File: config.mk
export PLATFORM = sky130hd
export DESIGN_NAME = tff_updn_counter
export DESIGN_NICKNAME = d
export VERILOG_FILES = /design/src/rtl/tff_updn_counter_cell.sv /design/src/rtl/tff_updn_counter.sv
export SDC_FILE = /design/constraint.sdc
export NUM_CORES = 1
export LEC_CHECK = 0
export ABC_CLOCK_PERIOD_IN_PS = 4000
export BUFFER_PORTS_ARGS = -buffer_cell sky130_fd_sc_hd__buf_4
export CORE_AREA = 2 2 39 41
export DETAILED_ROUTE_END_ITERATION = 8
export DIE_AREA = 0 0 41 43
export MAX_ROUTING_LAYER = met4
export PLACE_DENSITY = 0.7
export SETUP_SLACK_MARGIN = 0.02
export SLEW_MARGIN = 25
export SYNTH_ARGS = -nofsm -noshare
export SYNTH_HDL_FRONTEND = slang
export SYNTH_SLANG_ARGS = --single-unit
File: constraint.sdc
create_clock -name clk -period 4 [get_ports clk]
set_clock_uncertainty 0.15 [all_clocks]
set_input_delay 0.4 -clock clk [delete_from_list [all_inputs] [get_ports clk]]
set_output_delay 0.4 -clock clk [all_outputs]
set_load 0.01 [all_outputs]
File: src/rtl/tff_updn_counter_cell.sv
// Toggle flip-flop cell used as the state bit of the counter.
// Asynchronous active-high reset clears the bit.
module tff_cell (
  input  logic clk,
  input  logic rst,
  input  logic t,
  output logic q,
  output logic qb
);

  logic state_q;

  // Toggle the stored bit on every edge where t is high
  always_ff @(posedge clk or posedge rst) begin
    if (rst) begin
      state_q <= 1'b0;
    end else if (t) begin
      state_q <= ~state_q;
    end
  end

  assign q  = state_q;
  assign qb = ~state_q;

endmodule

File: src/rtl/tff_updn_counter.sv
// Up/down counter built from toggle cells, with parallel load,
// clamp to MAXVAL, wrap or saturate at the limits, tc and ovf.
module tff_updn_counter #(
  parameter int WIDTH    = 4,
  parameter int MAXVAL   = 2**WIDTH-1,
  parameter int SATURATE = 0
) (
  input  logic             clk,
  input  logic             rst,
  input  logic             en,
  input  logic             up,
  input  logic             load,
  input  logic [WIDTH-1:0] d,
  output logic [WIDTH-1:0] q,
  output logic [WIDTH-1:0] qb,
  output logic             tc,
  output logic             ovf
);

  if (WIDTH < 1 || WIDTH > 16) begin : g_bad_width
    $fatal(1, "tff_updn_counter: WIDTH must be 1..16");
  end

  if (MAXVAL < 1 || MAXVAL > (2**WIDTH)-1) begin : g_bad_max
    $fatal(1, "tff_updn_counter: MAXVAL must be 1..2**WIDTH-1");
  end

  if (SATURATE != 0 && SATURATE != 1) begin : g_bad_sat
    $fatal(1, "tff_updn_counter: SATURATE must be 0 or 1");
  end

  localparam logic [WIDTH-1:0] MAX_V = WIDTH'(MAXVAL);
  localparam logic [WIDTH-1:0] ONE_V = WIDTH'(1);
  localparam bit               SAT   = (SATURATE != 0);

  logic [WIDTH-1:0] q_q;
  logic [WIDTH-1:0] qb_w;
  logic [WIDTH-1:0] q_d;
  logic [WIDTH-1:0] t_w;
  logic [WIDTH-1:0] d_clamp;
  logic             ovf_d;
  logic             ovf_q;
  logic             at_max;
  logic             at_zero;
  logic             over_max;
  logic             d_big;

  // With a full-range MAXVAL no value can exceed it, so skip the compare
  if (MAXVAL == (2**WIDTH)-1) begin : g_full
    assign over_max = 1'b0;
    assign d_big    = 1'b0;
  end else begin : g_part
    assign over_max = (q_q > MAX_V);
    assign d_big    = (d > MAX_V);
  end

  assign at_max  = (q_q == MAX_V);
  assign at_zero = (q_q == '0);
  assign d_clamp = d_big ? MAX_V : d;

  // Next count value and wrap detection
  always_comb begin
    q_d   = q_q;
    ovf_d = 1'b0;
    if (load) begin
      q_d = d_clamp;
    end else if (en) begin
      if (up) begin
        if (over_max) begin
          q_d = '0;
        end else if (at_max) begin
          if (!SAT) begin
            q_d   = '0;
            ovf_d = 1'b1;
          end
        end else begin
          q_d = q_q + ONE_V;
        end
      end else begin
        if (over_max) begin
          q_d = MAX_V;
        end else if (at_zero) begin
          if (!SAT) begin
            q_d   = MAX_V;
            ovf_d = 1'b1;
          end
        end else begin
          q_d = q_q - ONE_V;
        end
      end
    end
  end

  // Each bit toggles exactly when its next value differs
  assign t_w = q_q ^ q_d;

  for (genvar i = 0; i < WIDTH; i++) begin : g_cell
    tff_cell u_cell (
      .clk (clk),
      .rst (rst),
      .t   (t_w[i]),
      .q   (q_q[i]),
      .qb  (qb_w[i])
    );
  end

  // One-cycle wrap pulse, cleared by reset
  always_ff @(posedge clk or posedge rst) begin
    if (rst) begin
      ovf_q <= 1'b0;
    end else begin
      ovf_q <= ovf_d;
    end
  end

  assign tc  = en & ~load & ((up & at_max) | (~up & at_zero));
  assign q   = q_q;
  assign qb  = qb_w;
  assign ovf = ovf_q;

endmodule

Word-level counts from Yosys, hierarchy flattened

Cells that the tools add are included.

Register bits: 5
Input bits: 9
Output and inout bits: 10
Logic and storage cells: 31

Add/subtract/negate cells: 2
Eq/ne operators: 1
Muxes and demuxes: 10
Bitwise operators: 12
Reduce and logical (&&, ||, !) cells: 1

Operator list:

| cell                                                                | count |
|---|---|
| 4-bit 2-to-1 mux                                                    | 5 |
| 1-bit NOT                                                           | 6 |
| 1-bit 2-to-1 mux                                                    | 5 |
| 4-bit by 1-bit adder with 4-bit output (second input constant)      | 1 |
| 1-bit AND                                                           | 4 |
| 4-bit equality test (second input constant)                         | 1 |
| 4-bit zero test                                                     | 1 |
| 4-bit by 1-bit subtractor with 4-bit output (second input constant) | 1 |
| 4-bit bitwise XOR                                                   | 1 |
| 1-bit OR                                                            | 1 |

Longest topological paths before layout

Gate-level depths: netlist (run 1).

Word-level depth: 6
Gate-level depth with buffers: 7
Gate-level depth less buffers: 6

Cells and area by module

A second synthesis (run 1) with hierarchy kept.

Cells, all modules: 62
Area, all modules: 494.2 µm²

Modules (own cells, without submodules):

| module           | instances | cells an instance | area an instance (µm²) | seq. area each (µm²) |
|---|---|---|---|---|
| tff_updn_counter | 1         | 46                | 329.1                  | 25.0 |
| tff_cell         | 4         | 4                 | 41.3                   | 25.0 |

Least setup slack after synthesis (run 1)

OpenSTA, ideal clock, no wires.

Kind: register to output
Start point: reg g_cell[0].u_cell.state_q
End point: out tc
Arrival time: 1,552 ps
Data required time: 3,450 ps
Setup slack: 1,898 ps
Stages on the path, launching flop included: 8
Buffers on the path: 1
Cells stage by stage: dfrtp_1 -> buf_6 -> inv_1 -> ha_1 -> or3b_1 -> nor2_1 -> a21oi_1 -> nor3b_1

Word-level cells in the longest chain between the ends: 4
Elaborated cells between the ends (all ways): 6
Classes of those cells: eq/ne: 1; bitwise: 4; reduce/logical: 1

Ends and longest elaborated chain:

| element                                                | line                                           | RTL |
|---|---|---|
| start: declaration                                     | tff_updn_counter_cell.sv:11                    | `logic state_q;` |
| start signal: assignment                               | tff_updn_counter_cell.sv:18                    | `state_q <= ~state_q;` |
| 4-bit equality test or 4-bit zero test (tied branches) | tff_updn_counter.sv:57, tff_updn_counter.sv:58 |  |
| 1-bit AND                                              | tff_updn_counter.sv:116                        | `assign tc = en & ~load & ((up & at_max) \| (~up & at_zero));` |
| 1-bit OR *                                             | tff_updn_counter.sv:116                        |  |
| 1-bit AND *                                            | tff_updn_counter.sv:116                        |  |
| end: declaration                                       | tff_updn_counter.sv:16                         | `output logic tc,` |

Mark *: on every way between the ends. The rest lies on a longest branch, timed or not.

Final worst setup path (run 1)

Same ends and word-level chain as after synthesis.

==> results of run 1 <==
==> state kept, by name, indices dropped and copies added (netlist names) <==
| name | flops |
|---|---|
| g_cell.u_cell.q | 4 |
| ovf | 1 |
==> final cells by class <==
type / instances / area [µm²]
Clock buffer: 4 / 26.3
Fill cell: 155 / 810
Inverter: 6 / 22.5
Multi-Input combinational cell: 32 / 235
Sequential cell: 5 / 125
Tap cell: 16 / 20.0
Timing Repair Buffer: 19 / 145
==> cell usage in the layout, fill, tap and decap left out, types with 3 or more instances in the layout <==
master / instances
a21oi_1: 4
dfrtp_1: 5
o21ai_0: 4
inv_1: 6
clkbuf_4: 3
buf_4: 18
nand2_1: 3
==> worst paths after layout <==
| kind | to | depth (start not counted) |
|---|---|---|
| worst max-delay path | tc | 7 |
| worst min-delay path | g_cell[1].u_cell.q | 3 |
| worst max register to register | g_cell[2].u_cell.q | 6 |
| worst min register to register | g_cell[1].u_cell.q | 2 |
| max in group asynchronous | ovf | 3 |
| min in group asynchronous | g_cell[1].u_cell.q | 3 |
==> cell families (layout without fill, tap and decap cells) <==
logic type | Yosys count | count (layout)
AO/OA/AOI/OAI | 14 | 14
flip-flops | 5 | 5
multiplexers | 3 | 3
AND/OR/NAND/NOR | 11 | 11
adder cells (fa/ha/maj) | 2 | 2
buffers and inverters | 16 | 29
XOR/XNOR | 2 | 2
==> report_power, final <==
part,switching (µW),internal [µW]
registers,13.0,56.8
logic,32.9,41.9
clock network,19.7,37.6
==> worst reg2reg max path, cell delays in order, from the launching register on <==
cell	delay, ns
dfrtp_1	0.51
inv_1	0.11
ha_1	0.23
mux2_1	0.29
nand2_1	0.09
xnor2_1	0.06
mux2_2	0.26
==> metrics by stage <==
stage | power (µW) | util [%] | std cells | worst slack (ns) | hold slack [ns]
6_report | 202 | 41.5 | 82 | 1.57 | 0.220
5_1_grt | 218 | 41.5 | 82 | 1.39 | 0.217
4_1_cts | 207 | 41.5 | 82 | 1.53 | 0.213
3_5_place_dp | 146 | 38.9 | 77 | 1.81 | 0.166
3_3_place_gp | 144 | 38.9 | 77 | 1.86 | 0.167
2_1_floorplan | 130 | - | 53 | 1.90 | 0.0285
==> layer usage <==
| metal | part of all wire (%) | wire (µm) | global-route usage (%) | vias to the layer above |
|---|---|---|---|---|
| li1 | - | - | - | 201 |
| met1 | 45 | 389 | 15.2 | 171 |
| met2 | 46 | 398 | 15.6 | 14 |
| met3 | 9.1 | 79 | 3.14 | 0 |
| met4 | 0 | 0 | 8.00 | 0 |
| met5 | 0 | 0 | - | - |
==> timing repair <==
| item | in CTS | in global routing |
|---|---|---|
| endpoints found under the hold margin | 5 | 0 |
| gates resized for setup | 0 | 0 |
| hold buffers | 1 | 0 |
==> metrics.yaml, run 1 <==
ant_nets: 0
hold_viol: 0
synth_compound_area_share_pct: 21.4
path_class: "flip-flop to output port"
outcome: "finished clean"
synth-simple-area-share_pct: 13.3
port_buffers: 18
fmax_mhz: 411
htree_levels: 1
grtUsageTotal_pct: 11.8
initial_core_util_pct: 33.4
antenna_found_initial: 0
routed_wirelength_um: 867
crit_buf_inv: 2
drive_gt1_share_pct: 37.9
cts_buffers: 3
syn_nets: 64
max-slew-margin-rel_pct: 79.8
hpwl_um: 707
slew_viol_final: 0
dr.pass1.iters: 3
synth_warnings: 0
synth_xor_area_share_pct: 3.79
peakVddDrop_v: 0.000175
slowest_delay_ns: 0.48
synth.distinct_cells: 25
drtIter0Drc: 3
period_minus_slack_ns: 2.43
leakagePower_uw: 0.000281
viasPerCell: 4.71
design_area_um2: 574
path_clk_slew_ns: 0.04
gp_congestion: 0.707
synth.most_common_cell: "buf_4"
grt_pass1_wl_um: 1330
crit_slowest_cell: "dfrtp_1"
synth_area_leaders: "dfrtp_1, buf_4, ha_1"
worstMarginPinSlew_ns: 0.303
synth.avg_cell_area_um2: 8.71
rsz0062_at_grt: "no"
grt_pass1_vias: 326
yosysTopAreaCellShare_pct: 27.1
place_area_um2: 538
crit_required_ns: 3.45
floorplan.rows: 14
pwr_density_cell_nw_per_um2: 352
worst_ep_arrival_time_ns: 1.88
grt_max_degree: 11
synth_common_cells: "buf_4, inv_1, dfrtp_1"
dieArea_um2: 1760
hold_path_class: "primary input to flip-flop"
post_cts_buffers: 0
final_nets: 78
synthArstFlopShare_pct: 100
die_w_um: 41
post_drt_wl_per_cell_um: 10.6
critPathLaunch: "g_cell[0].u_cell.q"
clock-root-buffer: "clkbuf_4"
io-pin-count: 19
crit_family: "simple AND/OR/NAND/NOR gates"
yosys.area.top_type: "dfrtp_1"
vias: 386
path_cells: "inv_1 -> ha_1 -> or3b_1 -> nor2_1 -> a21oi_1 -> nor3b_1 -> buf_4"
synth.area.mux_share_pct: 7.05
synth_top_family_by_area: "buffers and inverters"
detail_route.drc_violations: 0
synthAdderAreaFrac_pct: 5.42
grt_overflow: 0
crit_path_start_kind: "flip-flop"
clock_latency_ns: 0.24
setup_viol: 0
final.setup.tns_ns: 0
netlist_instances: 53
crit_fanout: 10
core_area_um2: 1380
cts_sinks: 5
synth_edf_count: 0
cts_tree: "built"
drv_cap: 0
fin_crit_sh_pct: 60.9
syn-cell-area_um2: 462
hp-start: "d[1]"
synthToLayoutAreaGrowth_pct: 24.4
dieHeight_um: 43
synth-seq-cells: 5
clockBufferDepth: 2
critPathCaptureType: "output port"
num_antenna_cells: 0
seq_area_frac_synth_pct: 27.1
r2r_start: "g_cell[0].u_cell.q"
synth_ff_type: "dfrtp_1"
reg2reg_slack_ns: 2.19
Power figures use the tool's default switching activity.
==> run 2, diff against run 1 <==
- ABC_CLOCK_PERIOD_IN_PS: 4000 -> 2400
- clock period: 4 -> 2.4 ns (I/O delays scaled with it)
==> run 2 against run 1 <==
Net effect: global-route usage increased by 0.091 points; first-iteration DRC count decreased by 100%; via count increased by 0.52%; sequential share of layout area decreased by 0.66 points; register-to-register slack got worse by 1.5 ns; flip-flop and latch count unchanged; non-clock buffer count increased by 3; routed wire length increased by 2.7%; sequential power increased by 58%; critical path depth unchanged; power increased by 73%.
==> metrics.yaml, run 2 (synthesized netlist as in run 1, its figures left out) <==
outcome: "finished clean"
leakagePower_uw: 0.000294
switching_power_uw: 112
cts_sinks: 5
n_fill_cell: 147
seqPwrFrac_pct: 31.7
gp_congestion: 0.697
grt_pass1_wl_um: 1410
grtUsageTotal_pct: 11.9
peakVddDrop_v: 0.000219
crit_fanout: 7
post_drt_wl_per_cell_um: 10.5
critPathLaunch: "g_cell[0].u_cell.q"
r2r_start: "g_cell[1].u_cell.q"
viasPerCell: 4.56
multi_input_area_um2: 235
grt_max_degree: 11
clock_latency_ns: 0.24
hold_viol: 0
power_frac_comb_pct: 40.4
worstMarginPinSlew_ns: 0.223
period_minus_slack_ns: 2.22
placedCellCount: 78
path_class: "flip-flop to output port"
fmax_mhz: 451
vias: 388
max-slew-margin-rel_pct: 85.2
grt_pass1_vias: 331
largest_register_ffs: 4
crit_required_ns: 2.01
pwr_density_cell_nw_per_um2: 583
fin_cells: 85
switching_share_pct: 32.2
clockBufferDepth: 2
drtIter0Drc: 0
drv_cap: 0
mostFrequentLayoutCell: "buf_4"
ant_nets: 0
final_cell_mix: "buf_4, inv_1, a21oi_1, o21ai_0, dfrtp_1"
seq_area_um2: 126
internal_power_uw: 236
final.setup.tns_ns: 0
final_nets: 81
initial_core_util_pct: 33.4
fin_crit_sh_pct: 92.5
crit_path_start_kind: "flip-flop"
core_area_um2: 1380
setup_viol: 0
io-pin-count: 19
cts_tree: "built"
pwr-share-clk_pct: 27.9
num_antenna_cells: 0
floorplan.rows: 14
hp-start: "d[1]"
htree_levels: 1
path_clk_slew_ns: 0.04
die_w_um: 41
antenna_found_initial: 0
detail_route.drc_violations: 0
dieArea_um2: 1760
rsz0062_at_grt: "no"
slew_viol_final: 0
worst_ep_arrival_time_ns: 1.83
dr.pass1.iters: 1
hold_path_class: "primary input to flip-flop"
dieHeight_um: 43
hpwl_um: 661
drive_gt1_share_pct: 42.0
clock-root-buffer: "clkbuf_4"
port_buffers: 18
synthToLayoutAreaGrowth_pct: 29.5
routed_wirelength_um: 890
cts_buffers: 3
critPathCaptureType: "output port"
grt_overflow: 0
==> run 2: cell count changes in the layout (fill, tap and decap cells not counted) <==
cell | previous run | this run
buf_4 | 18 | 21
dfrtp_1 | 5 | 4
dfrtp_2 | 0 | 1
==> run 2: path summary, 6_finish.rpt <==
| kind | end | slack (ns) | cells past startpoint |
|---|---|---|---|
| worst max register to register | g_cell[2].u_cell.q | 0.72 | 6 |
| max in group asynchronous | g_cell[0].u_cell.q | 1.61 | 3 |
| min in group asynchronous | ovf | 0.31 | 3 |
| worst min-delay path | g_cell[1].u_cell.q | 0.06 | 3 |
| worst min register to register | g_cell[0].u_cell.q | 0.52 | 2 |
| worst max-delay path | tc | 0.18 | 7 |
==> run 2: metal layers <==
metal / part of all wire [%] / track usage, % / up-vias
li1: - / - / 206
met5: 0 / - / -
met1: 50 / 18.4 / 164
met3: 7.9 / 1.57 / 2
met4: 1.9 / 8.00 / 0
met2: 40 / 13.8 / 16
==> run 2: area by class of cell <==
class	instances	area share, %
clock buffer	4	4.39
timing repair buffer	22	28.0
sequential	5	21.1
multi-input combinational	32	39.3
tap	16	3.35
inverter	6	3.77
==> run 2: worst max-delay path, stage by stage, from the launching register on <==
cell     delay [ns]
dfrtp_2        0.44
inv_1          0.09
ha_1           0.18
or3b_1         0.38
nor2_1         0.10
a21oi_1        0.06
nor3b_1        0.19
buf_4          0.15
==> run 2: what timing repair did <==
action / 4_1_cts / 5_1_grt
hold buffers: 1 / 0
setup endpoints to repair: 0 / 1
resized for setup: 0 / 1
buffers inserted: 0 / 2
endpoints found under the hold margin: 5 / 0
==> run 2: power by group through the flow <==
stage	Clock, µW	Sequential [µW]	Combinational, µW
detailed placement	0	113	133
global route	114	113	156
global placement	0	113	131
CTS	102	112	135
floorplan	0	110	108
finish	97.4	110	141
==> run 2: stage by stage <==
| step | total power, µW | setup slack (ns) | utilization, % | cell area [µm²] | hold WS [ns] |
|---|---|---|---|---|---|
| finish | 348 | 0.181 | 43.2 | 598 | 0.0590 |
| global route | 382 | 0.0289 | 43.2 | 598 | 0.0553 |
| CTS | 349 | 0.0713 | 42.0 | 582 | 0.0544 |
| detailed placement | 246 | 0.352 | 39.4 | 546 | 0.0133 |
| global placement | 244 | 0.371 | 39.4 | 546 | 0.00769 |
| floorplan | 217 | 0.458 | - | 462 | -0.131 |
